`src/rtl/div_pkg.sv`:
```
// rtl/div_pkg.sv - shared types, width constant and special-case result helper for seq_divider
package div_pkg;

  localparam int XLEN_DEFAULT = 64;

  typedef enum logic [1:0] {IDLE, PREP, ITER, DONE} div_state_t;

  typedef struct packed {
    logic                    hit;
    logic                    dz;
    logic [XLEN_DEFAULT-1:0] value;
  } special_t;

  // Operands arrive zero-extended; width selects the active XLEN so 32-bit builds share this helper.
  function automatic special_t special_result(input logic is_signed, input logic want_rem,
                                              input logic [XLEN_DEFAULT-1:0] a,
                                              input logic [XLEN_DEFAULT-1:0] b,
                                              input int width);
    logic [XLEN_DEFAULT-1:0] mask;
    logic [XLEN_DEFAULT-1:0] min_int;
    logic                    ovf;
    special_t                s;
    mask    = (width >= XLEN_DEFAULT) ? '1 : ((XLEN_DEFAULT'(1) << width) - XLEN_DEFAULT'(1));
    min_int = XLEN_DEFAULT'(1) << (width - 1);
    ovf     = is_signed && ((a & mask) == min_int) && ((b & mask) == mask);
    s.dz    = ((b & mask) == '0);
    s.hit   = s.dz || ovf;
    if (s.dz)
      s.value = want_rem ? a : mask;
    else if (ovf)
      s.value = want_rem ? '0 : min_int;
    else
      s.value = '0;
    return s;
  endfunction

endpackage

```
`src/rtl/seq_divider_if.sv`:
```
// rtl/seq_divider_if.sv - start/busy/valid handshake bundle between EX stage and seq_divider
interface seq_divider_if #(parameter int XLEN = div_pkg::XLEN_DEFAULT);
  logic            start;
  logic            is_signed;
  logic            want_rem;
  logic [XLEN-1:0] a;
  logic [XLEN-1:0] b;
  logic            busy;
  logic            valid;
  logic [XLEN-1:0] result;
  logic            div_zero;

  modport master (output start, is_signed, want_rem, a, b,
                  input  busy, valid, result, div_zero);
  modport slave  (input  start, is_signed, want_rem, a, b,
                  output busy, valid, result, div_zero);
endinterface

```
`src/rtl/div_step.sv`:
```
// rtl/div_step.sv - one combinational restoring shift-subtract iteration
module div_step #(parameter int XLEN = div_pkg::XLEN_DEFAULT) (
  input  logic [XLEN-1:0] rem,
  input  logic [XLEN-1:0] quo,
  input  logic [XLEN-1:0] divisor,
  output logic [XLEN-1:0] rem_next,
  output logic [XLEN-1:0] quo_next
);
  logic [XLEN:0] rem_sh;
  logic [XLEN:0] trial;

  // rem < divisor, so the XLEN+1-bit difference is negative exactly when its top bit is set.
  assign rem_sh = {rem, quo[XLEN-1]};
  assign trial  = rem_sh - {1'b0, divisor};

  always_comb begin
    rem_next = rem_sh[XLEN-1:0];
    quo_next = {quo[XLEN-2:0], 1'b0};
    if (!trial[XLEN]) begin
      rem_next = trial[XLEN-1:0];
      quo_next = {quo[XLEN-2:0], 1'b1};
    end
  end
endmodule

```
`src/rtl/seq_divider.sv`:
```
// rtl/seq_divider.sv - iterative RV64M DIV/DIVU/REM/REMU, one quotient bit per cycle
// Optional SEQ_DIVIDER_FAST_EXC_EN: divide-by-zero and signed overflow skip ITER.
module seq_divider #(parameter int XLEN = div_pkg::XLEN_DEFAULT) (
  input logic          clk,
  input logic          reset,
  seq_divider_if.slave dif
);
  import div_pkg::*;

  localparam int CW = $clog2(XLEN);

  div_state_t      state_q, state_d;
  logic [XLEN-1:0] a_q, b_q, rem_q, quo_q, dvsr_q, result_q;
  logic [XLEN-1:0] rem_n, quo_n, a_mag, b_mag;
  logic [CW-1:0]   count_q;
  logic            sgn_q, rsel_q, q_neg_q, r_neg_q, valid_q, div_zero_q;
  special_t        sp;

  assign a_mag = (sgn_q && a_q[XLEN-1]) ? -a_q : a_q;
  assign b_mag = (sgn_q && b_q[XLEN-1]) ? -b_q : b_q;
  assign sp    = special_result(sgn_q, rsel_q, XLEN_DEFAULT'(a_q), XLEN_DEFAULT'(b_q), XLEN);

  div_step #(.XLEN(XLEN)) u_step (
    .rem      (rem_q),
    .quo      (quo_q),
    .divisor  (dvsr_q),
    .rem_next (rem_n),
    .quo_next (quo_n)
  );

  always_ff @(posedge clk) begin
    if (reset) state_q <= IDLE;
    else       state_q <= state_d;
  end

  always_comb begin
    state_d = state_q;
    case (state_q)
      IDLE: if (dif.start) state_d = PREP;
`ifdef SEQ_DIVIDER_FAST_EXC_EN
      PREP: state_d = sp.hit ? DONE : ITER;
`else
      PREP: state_d = ITER;
`endif
      ITER: if (count_q == '0) state_d = DONE;
      DONE: state_d = IDLE;
      default: state_d = IDLE;
    endcase
  end

  always_ff @(posedge clk) begin
    if (reset) begin
      a_q <= '0; b_q <= '0; rem_q <= '0; quo_q <= '0; dvsr_q <= '0; result_q <= '0;
      count_q <= '0; sgn_q <= 1'b0; rsel_q <= 1'b0; q_neg_q <= 1'b0; r_neg_q <= 1'b0;
      valid_q <= 1'b0; div_zero_q <= 1'b0;
    end else begin
      valid_q <= 1'b0;
      case (state_q)
        IDLE: if (dif.start) begin
          a_q    <= dif.a;
          b_q    <= dif.b;
          sgn_q  <= dif.is_signed;
          rsel_q <= dif.want_rem;
        end
        PREP: begin
          rem_q   <= '0;
          quo_q   <= a_mag;
          dvsr_q  <= b_mag;
          count_q <= CW'(XLEN - 1);
          q_neg_q <= sgn_q & (a_q[XLEN-1] ^ b_q[XLEN-1]);
          r_neg_q <= sgn_q & a_q[XLEN-1];
        end
        ITER: begin
          rem_q <= rem_n;
          quo_q <= quo_n;
          if (count_q != '0) count_q <= count_q - 1'b1;
        end
        DONE: begin
          valid_q    <= 1'b1;
          div_zero_q <= sp.dz;
          if (sp.hit)      result_q <= sp.value[XLEN-1:0];
          else if (rsel_q) result_q <= r_neg_q ? -rem_q : rem_q;
          else             result_q <= q_neg_q ? -quo_q : quo_q;
        end
        default: ;
      endcase
    end
  end

  assign dif.busy     = (state_q != IDLE);
  assign dif.valid    = valid_q;
  assign dif.result   = result_q;
  assign dif.div_zero = div_zero_q;
endmodule

```
`src/flat_wrapper.sv`:
```
// flat-port wrapper written by rule: the top's interface ports become plain ports
module seq_divider_flat import div_pkg::*;
#(parameter int XLEN = div_pkg::XLEN_DEFAULT)
  (clk, reset, dif_start, dif_is_signed, dif_want_rem, dif_a, dif_b, dif_busy, dif_valid, dif_result, dif_div_zero);
  seq_divider_if #(.XLEN(XLEN)) dif_i ();
  input logic clk;
  input logic reset;
  input wire logic [$bits(dif_i.start)-1:0] dif_start;
  input wire logic [$bits(dif_i.is_signed)-1:0] dif_is_signed;
  input wire logic [$bits(dif_i.want_rem)-1:0] dif_want_rem;
  input wire logic [$bits(dif_i.a)-1:0] dif_a;
  input wire logic [$bits(dif_i.b)-1:0] dif_b;
  output wire logic [$bits(dif_i.busy)-1:0] dif_busy;
  output wire logic [$bits(dif_i.valid)-1:0] dif_valid;
  output wire logic [$bits(dif_i.result)-1:0] dif_result;
  output wire logic [$bits(dif_i.div_zero)-1:0] dif_div_zero;
  assign dif_i.start = dif_start;
  assign dif_i.is_signed = dif_is_signed;
  assign dif_i.want_rem = dif_want_rem;
  assign dif_i.a = dif_a;
  assign dif_i.b = dif_b;
  assign dif_busy = dif_i.busy;
  assign dif_valid = dif_i.valid;
  assign dif_result = dif_i.result;
  assign dif_div_zero = dif_i.div_zero;
  seq_divider #(.XLEN(XLEN)) u_core (.clk(clk), .reset(reset), .dif(dif_i));
endmodule
```
`config.mk`:
```
export PLATFORM = sky130hd
export DESIGN_NAME = seq_divider_flat
export DESIGN_NICKNAME = d
export VERILOG_FILES = /design/src/rtl/div_pkg.sv /design/src/rtl/seq_divider_if.sv /design/src/rtl/div_step.sv /design/src/rtl/seq_divider.sv /design/src/flat_wrapper.sv
export SDC_FILE = /design/constraint.sdc
export NUM_CORES = 1
export LEC_CHECK = 0
export BUFFER_PORTS_ARGS = -buffer_cell sky130_fd_sc_hd__clkbuf_2
export CAP_MARGIN = 10
export CORE_ASPECT_RATIO = 0.7
export CORE_MARGIN = 5
export CORE_UTILIZATION = 46
export CTS_BUF_LIST = sky130_fd_sc_hd__clkbuf_16
export DETAILED_ROUTE_END_ITERATION = 16
export HOLD_SLACK_MARGIN = 0.1
export PLACE_DENSITY = 0.7
export SLEW_MARGIN = 20
export SYNTH_ARGS = -nofsm -noshare
export SYNTH_HDL_FRONTEND = slang
export SYNTH_SLANG_ARGS = --single-unit
```
`constraint.sdc`:
```
create_clock -name clk -period 7.2 [get_ports clk]
set_input_delay 1.08 -clock clk [delete_from_list [all_inputs] [get_ports clk]]
set_output_delay 1.08 -clock clk [all_outputs]
set_load 0.03 [all_outputs]
```
==> impl_results.md <==
- Run status: completed
- Net count reported at finish: between 3000 and 4000
- Count of maximum capacitance violations: 0
- Clock root buffer: clkbuf_16
- Slack of the critical path: roughly 2500 ps
- Area Overhead vs Synth: 10.63%
- Count of buffers inserted at the top-level ports: roughly 200
- Instance area at placement: approximately 27000 µm²
- Router iterations before antenna repair: 7
- Library cells used by synthesis: between 80 and 90
- Total power of the final layout: between 10 and 15 mW
- Worst endpoint data arrival time: 5180 ps
- Share of layout cells above drive strength 1: 0.09571
- Sequential cell area fraction in the yosys report: 0.3107
- Number of antenna violations at the first check in global routing: 2
- CP required: 7690 ps
- Crit path max fanout: 16
- Share of the synthesized area in the top cell type: 0.3107
- Post-synthesis instance area: 25640 µm²
- Pre-CTS worst setup slack: roughly 2700 ps
- Number of endpoints with negative hold slack in the final report: 0
- Count of cells resized by post-cts repair: 0
- Worst IR Drop VDD: roughly 0.0004 V
- All-Layer GR Usage: 0.2888
- Post-synthesis cell count: between 3000 and 4000
- DRC viols: 0
- Leftover overflow at the end of global routing: 0
- Vias per Instance: just over 6
- Number of H-tree levels: 2
- Number of setup buffers added after CTS: 0
- Final total negative setup slack: 0 ps
- Number of max-slew violations in the final report: 0
- Setup Crit Path Kind: reg -> reg
- Count of synthesis-stage warnings from yosys: 0
- Number of buffers between clock root and the deepest sink: 3
- Clock insertion delay at the later pin of the skew report: around 590 ps
- Pin count of the biggest net entering global routing: 154
- Leak pwr: about 11 nW
- Vias in the first global route: approximately 23000
- Area of the die: slightly above 60000 µm²
- Filler Cell Count: 5432
- Worst min-delay path startpoint: u_core.dif.result[24]$_SDFFE_PP0P_
- Die Ht: a little over 200 µm
- Routed wire length: between 90 and 100 mm
- Routability-driven placement congestion ratio: around 1.1
- Highest achievable clock rate: about 0.21 GHz
- Final critical-path share of the clock period: 0.6514
- Worst clock skew: between 10 and 15 ps
- Die W: just under 300 µm
- Initial core utilization: 0.4643
- Startpoint type of the worst setup path: flop
- Sinks on Clock Net: slightly below 400
- Origin of the worst setup path: u_core.quo_q[63]$_SDFFE_PP0P_
- Share of flip-flops with an asynchronous set or reset: 0
- Final setup violation count: 0
- DR vias: 26030
- Post-layout minimum cycle time: 4690 ps
- Core ar.: about 55000 µm²
- Tightest slew margin relative to the limit: 0.2280
- Flip-flop and latch count after synthesis: roughly 400
- Antenna diode count: 0
- Total I/O pin count: 200
- Cell types with the largest area share after synthesis: dfxtp_1 (31%), nand2_1 (8.0%), a21oi_1 (6.8%)
- Worst Tran Pin Value: between 1000 and 1500 ps
- Syn nets: between 3000 and 4000
- First-pass GRT wire length: 139.8 mm
- Number of routed nets with antenna violations: 0
- Std cell rows: 72
- Cell taking the most area after synthesis: dfxtp_1
- Dominant synthesized flop cell: dfxtp_1
- Iter 0 DRT Violations: 3651
- Worst min path class: reg -> reg
- Number of flops mapped to enable cells by yosys: 0
- Hold buffers post-CTS: 0
- Total CTS buffers: between 40 and 50
- Total half-perimeter wirelength after legalization and detailed placement: between 70 and 80 mm
- Avg Synthesized Cell Area: ~7.4 µm²
- WL/cell: about 22 µm
- Critical R2R Launch: u_core.quo_q[63]$_SDFFE_PP0P_
- Post-layout instance area: ~28000 µm²
- Unrepaired setup endpoints after global routing: false
- Nature of the critical path endpoint: flop
- P per Cell Area: 362.1 nW/µm²
- Clock transition at the registers of the reported paths: about 60 ps
- Clock tree from TritonCTS: done
## worst paths after layout
kind         depth (start not counted)                                 end  slack, ps
max                                 13       u_core.rem_q[62]$_SDFFE_PP0P_       2510
min                                  2  u_core.dif.result[24]$_SDFFE_PP0P_        480
max reg2reg                         13       u_core.rem_q[62]$_SDFFE_PP0P_       2510
min reg2reg                          2  u_core.dif.result[24]$_SDFFE_PP0P_        480
## critical path: stages, from the launching register on
cell,delay [ps]
dfxtp_1,460
inv_1,80
ha_1,220
fa_1,380
nand2b_1,190
a21oi_1,430
o211ai_1,290
a21oi_1,220
nor3_1,70
buf_4,170
nor3b_1,170
a311oi_4,860
nand2_1,670
o21ai_0,350
## cells in the final DEF, fill, tap and decap left out, types with 72 or more instances in the layout
cell | netlist | final
o21ai_0 | 275 | 275
ha_1 | 76 | 72
dfxtp_1 | 398 | 395
xnor2_1 | 165 | 165
nor2_1 | 318 | 317
nor3_1 | 80 | 80
a211oi_1 | 77 | 77
a21oi_1 | 346 | 346
clkbuf_2 | 0 | 198
mux2i_1 | 105 | 105
inv_1 | 109 | 118
xor2_1 | 136 | 136
nand2_1 | 549 | 547
## synthesized netlist by cell type, types with 52 or more instances
| cell type | count |
|---|---|
| nand2_1 | 549 |
| dfxtp_1 | 398 |
| a21oi_1 | 346 |
| nor2_1 | 318 |
| o21ai_0 | 275 |
| clkbuf_1 | 198 |
| xnor2_1 | 165 |
| xor2_1 | 136 |
| inv_1 | 109 |
| mux2i_1 | 105 |
| nor3_1 | 80 |
| a211oi_1 | 77 |
| ha_1 | 76 |
| o31ai_1 | 52 |
## state kept, by name, indices dropped and copies added (netlist names)
register and flops:
u_core.state_q 2, u_core.sgn_q 1, u_core.q_neg_q 1, u_core.dif.valid 1
u_core.rsel_q 1, u_core.r_neg_q 1, u_core.a_q 64, u_core.dif.div_zero 1
u_core.dvsr_q 64, u_core.dif.result 64, u_core.count_q 6, u_core.b_q 64
u_core.rem_q 64, u_core.quo_q 64
## through the flow
step                hold slack (ps)  std cells  utilization
finish                        476.9       4282       0.5137
global route                  500.5       4282       0.5137
CTS                           477.1       4282       0.5136
detailed placement            467.6       4206       0.4886
global placement              454.1       4206       0.4886
floorplan                     446.3       3471            -
## layout make-up
type / instances / area (µm²) / share of cell area
Clock buffer: 44 / 1101 / 0.03882
Clock inverter: 32 / 277.8 / 0.009792
Tap cell: 740 / 925.9 / 0.03264
Sequential cell: 398 / 7971 / 0.2810
Timing Repair Buffer: 228 / 1249 / 0.04402
Inverter: 110 / 412.9 / 0.01456
Multi-Input combinational cell: 2730 / 16430 / 0.5792
## where the power goes
part	leakage (nW)	switching, mW	total [mW]	internal, mW
sequential	3.24	0.560	3.16	2.60
clock	0.704	0.987	2.24	1.26
combinational	7.04	3.25	4.87	1.62
total	11.0	4.80	10.3	5.48
## logic make-up (layout without fill, tap and decap cells)
family / after synthesis / count (layout) / synth area share
XOR/XNOR: 301 / 301 / 0.1028
AND/OR/NAND/NOR: 1245 / 1245 / 0.2197
buffers and inverters: 343 / 414 / 0.05197
AO/OA/AOI/OAI: 998 / 998 / 0.2342
adder cells (fa/ha/maj): 77 / 77 / 0.03787
flip-flops: 398 / 398 / 0.3107
multiplexers: 109 / 109 / 0.04275
## per-layer routing
| layer | track usage | routed length, µm | part of all wire |
|---|---|---|---|
| met1 | 0.4573 | 43710 | 0.47 |
| met2 | 0.3611 | 34410 | 0.37 |
| met3 | 0.1138 | 13720 | 0.15 |
| met4 | 0.05449 | 1704 | 0.018 |
| met5 | 0 | 9 | 0.000096 |
Note: power is estimated with default switching activity, not from simulation.
